===== src/rtl/cpu_pkg.sv =====
`default_nettype none
// ============================================================================
// Module  : cpu_pkg
// Brief   : Shared widths, fetch-state encoding and opcode constants.
// Revision: 1.0
// ============================================================================
package cpu_pkg;

  localparam int unsigned ADDR_W = 8;
  localparam int unsigned DATA_W = 32;
  localparam logic [31:0] NOP_WORD = 32'h0000_0000;

  localparam logic [1:0] FETCH_IDLE   = 2'd0;
  localparam logic [1:0] FETCH_RUN    = 2'd1;
  localparam logic [1:0] FETCH_HALTED = 2'd2;

  typedef enum logic [3:0] {
    OP_ADD  = 4'b0100,
    OP_INC  = 4'b0101,
    OP_SUB  = 4'b0111,
    OP_BRN  = 4'b1011,
    OP_LD   = 4'b1110,
    OP_SVPC = 4'b1111
  } opcode_e;

  // Opcode occupies the top nibble of the instruction word.
  function automatic logic [3:0] opcode_of(input logic [31:0] instr);
    return instr[31:28];
  endfunction

endpackage
`default_nettype wire


===== src/rtl/ifid_reg.sv =====
`default_nettype none
// ============================================================================
// Module  : ifid_reg
// Brief   : IF/ID pipeline register with load, flush and hold.
// Revision: 1.0
// ============================================================================
module ifid_reg
  import cpu_pkg::*;
#(
  parameter int unsigned          INSTR_W = DATA_W,
  parameter int unsigned          PC_W    = ADDR_W,
  parameter logic [INSTR_W-1:0]   NOP_VAL = INSTR_W'(NOP_WORD)
) (
  input  logic               clk,
  input  logic               rst,
  input  logic               i_load,
  input  logic               i_flush,
  input  logic [INSTR_W-1:0] i_instr,
  input  logic [PC_W-1:0]    i_pc,
  output logic [INSTR_W-1:0] o_instr,
  output logic [PC_W-1:0]    o_pc,
  output logic               o_valid
);

  logic [INSTR_W-1:0] r_instr;
  logic [PC_W-1:0]    r_pc;
  logic               r_valid;

  // Flush outranks load; with neither asserted the contents hold.
  always_ff @(posedge clk or posedge rst) begin
    if (rst) begin
      r_instr <= NOP_VAL;
      r_pc    <= '0;
      r_valid <= 1'b0;
    end else if (i_flush) begin
      r_instr <= NOP_VAL;
      r_pc    <= '0;
      r_valid <= 1'b0;
    end else if (i_load) begin
      r_instr <= i_instr;
      r_pc    <= i_pc;
      r_valid <= 1'b1;
    end
  end

  assign o_instr = r_instr;
  assign o_pc    = r_pc;
  assign o_valid = r_valid;

endmodule
`default_nettype wire


===== src/rtl/fetch_unit.sv =====
`default_nettype none
// ============================================================================
// Module  : fetch_unit
// Brief   : PC, start/halt FSM and redirect handling feeding the IF/ID register.
// Revision: 1.0
// ============================================================================
module fetch_unit #(
  parameter int unsigned        ADDR_W   = cpu_pkg::ADDR_W,
  parameter int unsigned        DATA_W   = cpu_pkg::DATA_W,
  parameter int unsigned        RESET_PC = 0,
  parameter int unsigned        LAST_PC  = 53,
  parameter logic [DATA_W-1:0]  NOP_WORD = DATA_W'(cpu_pkg::NOP_WORD)
) (
  input  logic              clock,
  input  logic              reset,
  input  logic              start,
  input  logic              stall,
  input  logic              branch_taken,
  input  logic [ADDR_W-1:0] branch_target,
  output logic [ADDR_W-1:0] imem_addr,
  input  logic [DATA_W-1:0] imem_data,
  output logic [DATA_W-1:0] ifid_instr,
  output logic [ADDR_W-1:0] ifid_pc,
  output logic              ifid_valid,
  output logic              running,
  output logic              halted,
  output logic [15:0]       fetch_count
);
  import cpu_pkg::*;

  logic [1:0]        r_state;
  logic [ADDR_W-1:0] r_pc;
  logic [15:0]       r_fetch_count;

  logic w_in_idle;
  logic w_in_run;
  logic w_in_halt;
  logic w_redirect;
  logic w_fire;
  logic w_flush;
  logic w_at_last;

  assign w_in_idle  = (r_state == FETCH_IDLE);
  assign w_in_run   = (r_state == FETCH_RUN);
  assign w_in_halt  = (r_state == FETCH_HALTED);
  assign w_redirect = branch_taken & (w_in_run | w_in_halt);
  assign w_fire     = w_in_run & ~branch_taken & ~stall;
  assign w_at_last  = (r_pc == ADDR_W'(LAST_PC));
  // IDLE and HALTED keep feeding bubbles; a RUN stall leaves IF/ID untouched.
  assign w_flush    = w_redirect | w_in_halt | w_in_idle;

  always_ff @(posedge clock or posedge reset) begin
    if (reset) begin
      r_state <= FETCH_IDLE;
    end else begin
      case (r_state)
        FETCH_IDLE: begin
          if (start) r_state <= FETCH_RUN;
        end
        FETCH_RUN: begin
          if (!branch_taken && w_fire && w_at_last) r_state <= FETCH_HALTED;
        end
        FETCH_HALTED: begin
          if (branch_taken) r_state <= FETCH_RUN;
        end
        default: r_state <= FETCH_IDLE;
      endcase
    end
  end

  always_ff @(posedge clock or posedge reset) begin
    if (reset) begin
      r_pc <= ADDR_W'(RESET_PC);
    end else if (w_redirect) begin
      r_pc <= branch_target;
    end else if (w_fire) begin
      r_pc <= r_pc + ADDR_W'(1);
    end
  end

  always_ff @(posedge clock or posedge reset) begin
    if (reset) begin
      r_fetch_count <= 16'h0000;
    end else if (w_fire && (r_fetch_count != 16'hFFFF)) begin
      r_fetch_count <= r_fetch_count + 16'h0001;
    end
  end

  ifid_reg #(
    .INSTR_W (DATA_W),
    .PC_W    (ADDR_W),
    .NOP_VAL (NOP_WORD)
  ) u_ifid_reg (
    .clk     (clock),
    .rst     (reset),
    .i_load  (w_fire),
    .i_flush (w_flush),
    .i_instr (imem_data),
    .i_pc    (r_pc),
    .o_instr (ifid_instr),
    .o_pc    (ifid_pc),
    .o_valid (ifid_valid)
  );

  assign imem_addr   = r_pc;
  assign running     = w_in_run;
  assign halted      = w_in_halt;
  assign fetch_count = r_fetch_count;

endmodule
`default_nettype wire


===== config.mk =====
export PLATFORM = sky130hd
export DESIGN_NAME = fetch_unit
export DESIGN_NICKNAME = d
export VERILOG_FILES = /design/src/rtl/cpu_pkg.sv /design/src/rtl/ifid_reg.sv /design/src/rtl/fetch_unit.sv
export SDC_FILE = /design/constraint.sdc
export NUM_CORES = 1
export LEC_CHECK = 0
export BUFFER_PORTS_ARGS = -buffer_cell sky130_fd_sc_hd__buf_2
export CORE_ASPECT_RATIO = 0.75
export CORE_MARGIN = 2
export CORE_UTILIZATION = 39
export CTS_BUF_LIST = sky130_fd_sc_hd__clkbuf_2 sky130_fd_sc_hd__clkbuf_4 sky130_fd_sc_hd__clkbuf_8
export DETAILED_ROUTE_END_ITERATION = 8
export PLACE_DENSITY = 0.66
export REMOVE_ABC_BUFFERS = 1
export SLEW_MARGIN = 40
export SYNTH_ARGS = -nofsm -noshare
export SYNTH_HDL_FRONTEND = slang
export SYNTH_SLANG_ARGS = --single-unit

===== constraint.sdc =====
create_clock -name clock -period 2.35 [get_ports clock]
set_input_delay 0.3525 -clock clock [delete_from_list [all_inputs] [get_ports clock]]
set_output_delay 0.3525 -clock clock [all_outputs]
set_load 0.01 [all_outputs]

==> summary.txt, run 1 <==
Worst setup path
  – CP Buf/Inv Count: 2
  – Setup CP Type: reg -> reg
  – CP delay by family, top: simple AND/OR/NAND/NOR gates
  – Worst Path Arrival: approximately 2300 ps
  – Worst setup path start: r_state[1]
  – CP Cell Sequence: inv_1 > ha_1 > or3b_1 > nand2_1 > nor3_2 > buf_4 > a22o_1
  – Crit-path max FO: 40
  – CP max-delay cell: or3b_1
  – CP peak stage delay: 490 ps
  – Startpoint types: register
  – Critical Path RT: about 2600 ps
  – Worst R2R Start: r_state[1]
  – CP Capture Type: register

Finish
  – Nets: around 400
  – Fill cells: 689
  – Layout cells sized above 1: approximately two fifths
  – Post-Route Utilization: 52.4%
  – Commonest non-fill, non-tap cell in the layout: buf_2
  – P&R area growth vs syn: 30.7%
  – Commonest cells after routing, fill and taps aside: buf_2 (111), dfrtp_1 (67), a22o_1 (39)
  – Diodes inserted: 0

CTS
  – Worst-path clk slew: approximately 70 ps
  – Clk Latency, worst-skew pair: between 300 and 400 ps
  – H-tree Lvls: 3
  – Root Buffer: clkbuf_8
  – Clock buffer depth: 2
  – # hold bufs at CTS: 0
  – TritonCTS Buffers: 9
  – CTS tree: done
  – # Post-CTS Setup Buffers: 0
  – PostCTS Resize Cnt: 0
  – CTS sink count: 67

Floorplanning
  – DIE HEIGHT: 79.0 um
  – Core Rows: 27
  – Die W: about 100 um
  – # IOs: about 110
  – Core area: around 7300 um^2
  – Die area: ~8000 um^2
  – Starting Density: roughly two fifths

Power
  – Internal Power: approximately 2.4 mW
  – Logic pwr share: roughly 33%
  – Switching Fraction: between 30% and 40%
  – Power per cell area: 992 nW/um^2
  – Sequential power share: 42.7%
  – Clock share of power: between 20% and 30%
  – Switching power: around 1.4 mW
  – Peak VDD IR: ~0.00067 V
  – Lkg Pwr: between 2 and 2.5 nW

STA
  – Post-route clock period utilization: between 80% and 90%
  – Setup ws final: about 290 ps
  – Relative slew slack: around 62%
  – Fmax: between 0.4 and 0.5 GHz
  – RSZ-0062 raised after global routing: no
  – Min Tclk post-route: 2060 ps
  – Hold Fails Final Rpt: 0
  – Layout Skew: ~6.3 ps
  – Max-slew violation count: 0
  – Setup TNS: 0 ps
  – Slew at the pin closest to its max-slew limit: 566 ps
  – Final setup fails: 0

Synthesis
  – Synth Instances: around 240
  – Part of the Yosys area used for sequential elements: 57.3%
  – Mapped Area: around 2900 um^2
  – FFs w/ async S/R, synth: between 90% and 100%
  – YS warnings: 0
  – Top_reg_cell synth: dfrtp_1
  – Cell variety after synth: between 40 and 50
  – Flops & latches, synth: 67
  – Syn avg cell area: between 10 and 15 um^2
  – EDFF count, synth: 0

Routing
  – Pre-antenna DRT Iters: 5
  – Final WL: between 6 and 7 mm
  – Antenna Nets Post-Route: 0
  – Iter 0 DRT Violations: between 100 and 150
  – DRC errors left: 0
  – WL/cell: between 10 and 15 um
  – Post-DR vias/cell: between 5 and 6
  – Vias: 2331

GRT
  – Grt met1 use: approximately a quarter
  – Largest net degree at the start of global routing: a little under 70
  – Met3 global-route usage: under 10%
  – First-pass GRT wire length: between 10 and 15 mm
  – Layer carrying the most global-route usage: met2
  – Total gr overflow: 0
  – Vias in the first global route: 2269
  – Total Routing Usage GR: 17.2%
  – Initial antenna violation count: 0
  – Met2 Use GR: around a quarter

Place
  – DP Wirelength: between 4 and 5 mm
  – I/O Buffers: around 110
  – Global placer's final weighted congestion: 0.831
  – Setup WS pre-CTS: about 300 ps

Min path
  – Worst min path class: in -> async

Flow run
  – Max-cap violation count: 0

Outcome
  – Status: completed
==> power groups by stage <==
stage,Sequential (mW),Clock [mW],Combinational [mW]
4_1_cts,1.62,0.973,1.26
3_3_place_gp,1.64,0,1.24
3_5_place_dp,1.64,0,1.26
2_1_floorplan,1.69,0,0.633
5_1_grt,1.66,1.03,1.38
6_report,1.62,0.928,1.24
==> Yosys cell counts, drive strengths merged (3+ instances only) <==
library cell	n	share of area (%)
nor3	9	1.7
and3	3	0.68
nand2	17	2.2
a22o	39	12
dfrtp	67	57
ha	7	3.0
inv	9	1.2
nor2	5	0.73
buf	11	1.9
o21ai	7	1.2
nand4	5	1.5
nand3	9	2.0
nor4	4	1.6
xor2	16	4.8
==> final cells by class <==
cell class	count	area, um^2	area share, %
tap	101	126	3.30
clock inverter	5	53.8	1.41
clock buffer	11	139	3.63
timing repair buffer	116	631	16.5
sequential	67	1680	43.8
inverter	9	33.8	0.884
multi-input combinational	148	1160	30.4
==> sequential cells by signal, indices dropped and copies added, names as in the netlist <==
register and cells:
fetch_count 16, u_ifid_reg.o_valid 1, r_state 2, imem_addr 8, u_ifid_reg.o_pc 8, u_ifid_reg.o_instr 32
==> worst paths after layout <==
kind / slack (ps) / cells after the start / endpoint
worst min register to register: 480 / 1 / u_ifid_reg.o_valid
min in group clock: 220 / 3 / imem_addr[4]
max in group asynchronous: 1970 / 3 / u_ifid_reg.o_instr[24]
worst max register to register: 290 / 7 / u_ifid_reg.o_instr[7]
worst max-delay path: 290 / 7 / u_ifid_reg.o_instr[7]
worst min-delay path: 100 / 3 / u_ifid_reg.o_instr[29]
==> metrics by stage <==
stage               std cells  cell area (um^2)  hold WS (ps)  power [mW]
finish                    457              3820           105        3.79
global route              457              3820           104        4.07
CTS                       457              3820           100        3.85
detailed placement        441              3630           464        2.89
global placement          441              3630           454        2.87
floorplan                 224              2860           469        2.32
==> metal layers <==
metal / vias to the layer above / routed length, um
li1: 1108 / -
met1: 1128 / 3240
met2: 91 / 2950
met3: 4 / 426
met4: 0 / 29
met5: - / 0
==> worst reg2reg max path, cell delays in order, from the launching register on <==
cell	delay [ps]
dfrtp_1	400
inv_1	110
ha_1	220
or3b_1	490
nand2_1	140
nor3_2	40
buf_4	260
a22o_1	300
==> cell families after synthesis <==
logic type | synth area share (%)
flops | 57.3
simple gates | 13.9
compound gates | 16.2
buf+inv | 3.33
xor+xnor | 5.39
fa+ha+maj | 2.99
mux | 0.898
Note: power is estimated with default switching activity, not from simulation.
==> run 2, diff against run 1 <==
--- a/config.mk
+++ b/config.mk
@@ -5,15 +5,16 @@
 export SDC_FILE = /design/constraint.sdc
 export NUM_CORES = 1
 export LEC_CHECK = 0
+export ABC_AREA = 1
 export BUFFER_PORTS_ARGS = -buffer_cell sky130_fd_sc_hd__buf_2
 export CORE_ASPECT_RATIO = 0.75
 export CORE_MARGIN = 2
 export CORE_UTILIZATION = 39
 export CTS_BUF_LIST = sky130_fd_sc_hd__clkbuf_2 sky130_fd_sc_hd__clkbuf_4 sky130_fd_sc_hd__clkbuf_8
 export DETAILED_ROUTE_END_ITERATION = 8
-export PLACE_DENSITY = 0.66
 export REMOVE_ABC_BUFFERS = 1
 export SLEW_MARGIN = 40
 export SYNTH_ARGS = -nofsm -noshare
 export SYNTH_HDL_FRONTEND = slang
+export SYNTH_HIERARCHICAL = 1
 export SYNTH_SLANG_ARGS = --single-unit
==> run 2 against run 1 <==
Global-route usage up 2.0 points; hold slack worse by 51 ps; count of clock-buffer cells in the layout shrank 2; non-clock buffer count increased by 2; via count rose by 36%; total power grew 18%; combinational power is 42% higher; register-to-register slack better by 170 ps.
==> summary.txt, run 2 <==
GRT
  – Vias in the first global route: ~3100
  – First-pass GRT wire length: between 10 and 15 mm
  – Initial antenna violation count: 0
  – Largest net degree at the start of global routing: between 40 and 50
  – Total Routing Usage GR: 19.2%
  – Total gr overflow: 0

Place
  – I/O Buffers: between 100 and 150
  – Placed Area: just over 4000 um^2
  – Global placer's final weighted congestion: roughly 0.87
  – DP Wirelength: roughly 6.4 mm

Synthesis
  – Part of the Yosys area used for sequential elements: between 40% and 50%
  – YS warnings: 6
  – Flops & latches, synth: 67
  – FFs w/ async S/R, synth: 100%
  – Cell variety after synth: 26
  – Synth Instances: about 430
  – Post-synth top cells: nand2_1 (172), dfrtp_1 (67), nand3_1 (56)
  – Area leader, netlist: dfrtp_1
  – Mapped Area: between 3000 and 4000 um^2
  – Top_reg_cell synth: dfrtp_1
  – EDFF count, synth: 0
  – Post-synth top area share: 48.6%
  – Dominant cell by count in the synthesized netlist: nand2_1
  – Syn avg cell area: about 8.1 um^2
  – Synth area leaders: dfrtp_1 (49%), nand2_1 (19%), nand3_1 (8.1%)

Worst setup path
  – Crit-path max FO: 46
  – CP Cell Sequence: inv_1 > ha_1 > inv_1 > nor3_4 > buf_12 > nand3_1 > nand2_1 > nand2_1 > nand2_1 > nand2_1
  – CP peak stage delay: 410 ps
  – Most used cell, CP: nand2_1
  – Worst Path Arrival: between 2000 and 2500 ps
  – CP max-delay cell: dfrtp_1
  – CP Capture Type: register
  – Setup CP Type: reg -> reg
  – Critical Path RT: around 2600 ps
  – Startpoint types: register

Floorplanning
  – DIE HEIGHT: roughly 85 um
  – Core area: 8530 um^2
  – Die W: about 110 um
  – Starting Density: 40.5%
  – Die area: 9620 um^2
  – # IOs: ~110
  – Core Rows: 29

Routing
  – Post-DR vias/cell: about 4.8
  – DRC errors left: 0
  – Iter 0 DRT Violations: approximately 180
  – Pre-antenna DRT Iters: 5
  – Final WL: approximately 8.9 mm
  – WL/cell: 13.6 um
  – Vias: about 3200
  – Antenna Nets Post-Route: 0

CTS
  – CTS sink count: between 60 and 70
  – Root Buffer: clkbuf_8
  – Clock buffer depth: 2
  – Worst-path clk slew: 70 ps
  – PostCTS Resize Cnt: 0
  – CTS tree: done
  – H-tree Lvls: 3
  – Clk Latency, worst-skew pair: roughly 350 ps
  – TritonCTS Buffers: 9
  – # hold bufs at CTS: 0
  – # Post-CTS Setup Buffers: 0

STA
  – Fmax: about 0.53 GHz
  – Slew at the pin closest to its max-slew limit: between 500 and 600 ps
  – Layout Skew: 9.42 ps
  – Hold_ws: between 50 and 60 ps
  – Relative slew slack: 63.0%
  – Min Tclk post-route: between 1500 and 2000 ps
  – Post-route clock period utilization: roughly four fifths
  – RSZ-0062 raised after global routing: no
  – Max-slew violation count: 0
  – Hold Fails Final Rpt: 0
  – Final setup fails: 0

Finish
  – Commonest non-fill, non-tap cell in the layout: nand2_1
  – P&R area growth vs syn: 24.8%
  – Max reg flops: 32
  – Post-route cell area: around 4300 um^2
  – Layout cells sized above 1: ~28%
  – Nets: 594
  – Diodes inserted: 0
  – Commonest cells after routing, fill and taps aside: nand2_1 (172), buf_2 (111), dfrtp_1 (67)

Min path
  – Worst min path class: in -> async

Flow run
  – Max-cap violation count: 0

Power
  – Peak VDD IR: between 0.0004 and 0.0005 V
  – Power per cell area: 1040 nW/um^2
  – Lkg Pwr: ~2.4 nW

Outcome
  – Status: completed
## run 2: final cells by class
cell class / count / area, um^2
well taps: 108 / 135
multi-input cells: 315 / 1520
clock buffers: 9 / 124
clock inverters: 7 / 92.6
flip-flops and latches: 67 / 1680
fillers: 837 / 4220
repair buffers: 118 / 646
inverters: 31 / 116
## run 2: routing by layer
metal  global-route usage, %  vias to the layer above  routed length [um]
li1                        -                     1592                   -
met1                    25.6                     1474                4060
met2                    30.0                       89                4140
met3                    5.29                       13                 542
met4                    7.65                        0                 142
met5                       0                        -                   0
## run 2: where the power goes
| part | total [mW] | internal [mW] | switching (mW) |
|---|---|---|---|
| sequential | 1.66 | 1.38 | 0.275 |
| clock | 1.05 | 0.595 | 0.459 |
| combinational | 1.76 | 0.639 | 1.12 |
| total | 4.47 | 2.62 | 1.86 |
## run 2: worst max-delay path: cells and delay by family, from the launching register on
family | cells | cell delay (ps)
buffers and inverters | 3 | 480
DFF | 1 | 410
and+or+nand+nor | 6 | 670
adders and majority gates | 1 | 210
## run 2: path summary, 6_finish.rpt
check,start,to,slack [ps],depth (start not counted)
max,r_state[1],r_state[0],460,10
min,reset,u_ifid_reg/o_instr[24],50,2
max reg2reg,r_state[1],r_state[0],460,10
min reg2reg,u_ifid_reg/o_pc[6],u_ifid_reg/o_pc[6],470,2
max in group asynchronous,reset,u_ifid_reg/o_pc[7],1720,3
min in group clock,imem_data[27],u_ifid_reg/o_instr[27],220,3
## run 2: cells by family (layout without fill, tap and decap cells)
group | count (synthesis) | after routing | synth area share, %
fa+ha+maj | 7 | 7 | 2.54
simple gates | 276 | 276 | 35.0
compound gates | 25 | 25 | 4.57
xor+xnor | 7 | 7 | 1.78
flops | 67 | 67 | 48.6
buf+inv | 46 | 165 | 7.47
## run 2: through the flow
step	power, mW	utilization (%)	cells	setup WS (ps)	TNS [ps]
after global placement	3.41	48.0	639	478	0
after CTS	4.52	50.5	655	447	0
after floorplan	2.68	-	413	-39.0	-94.7
after global routing	4.81	50.5	655	285	0
final	4.47	50.5	655	458	0
after detailed placement	3.45	48.0	639	466	0
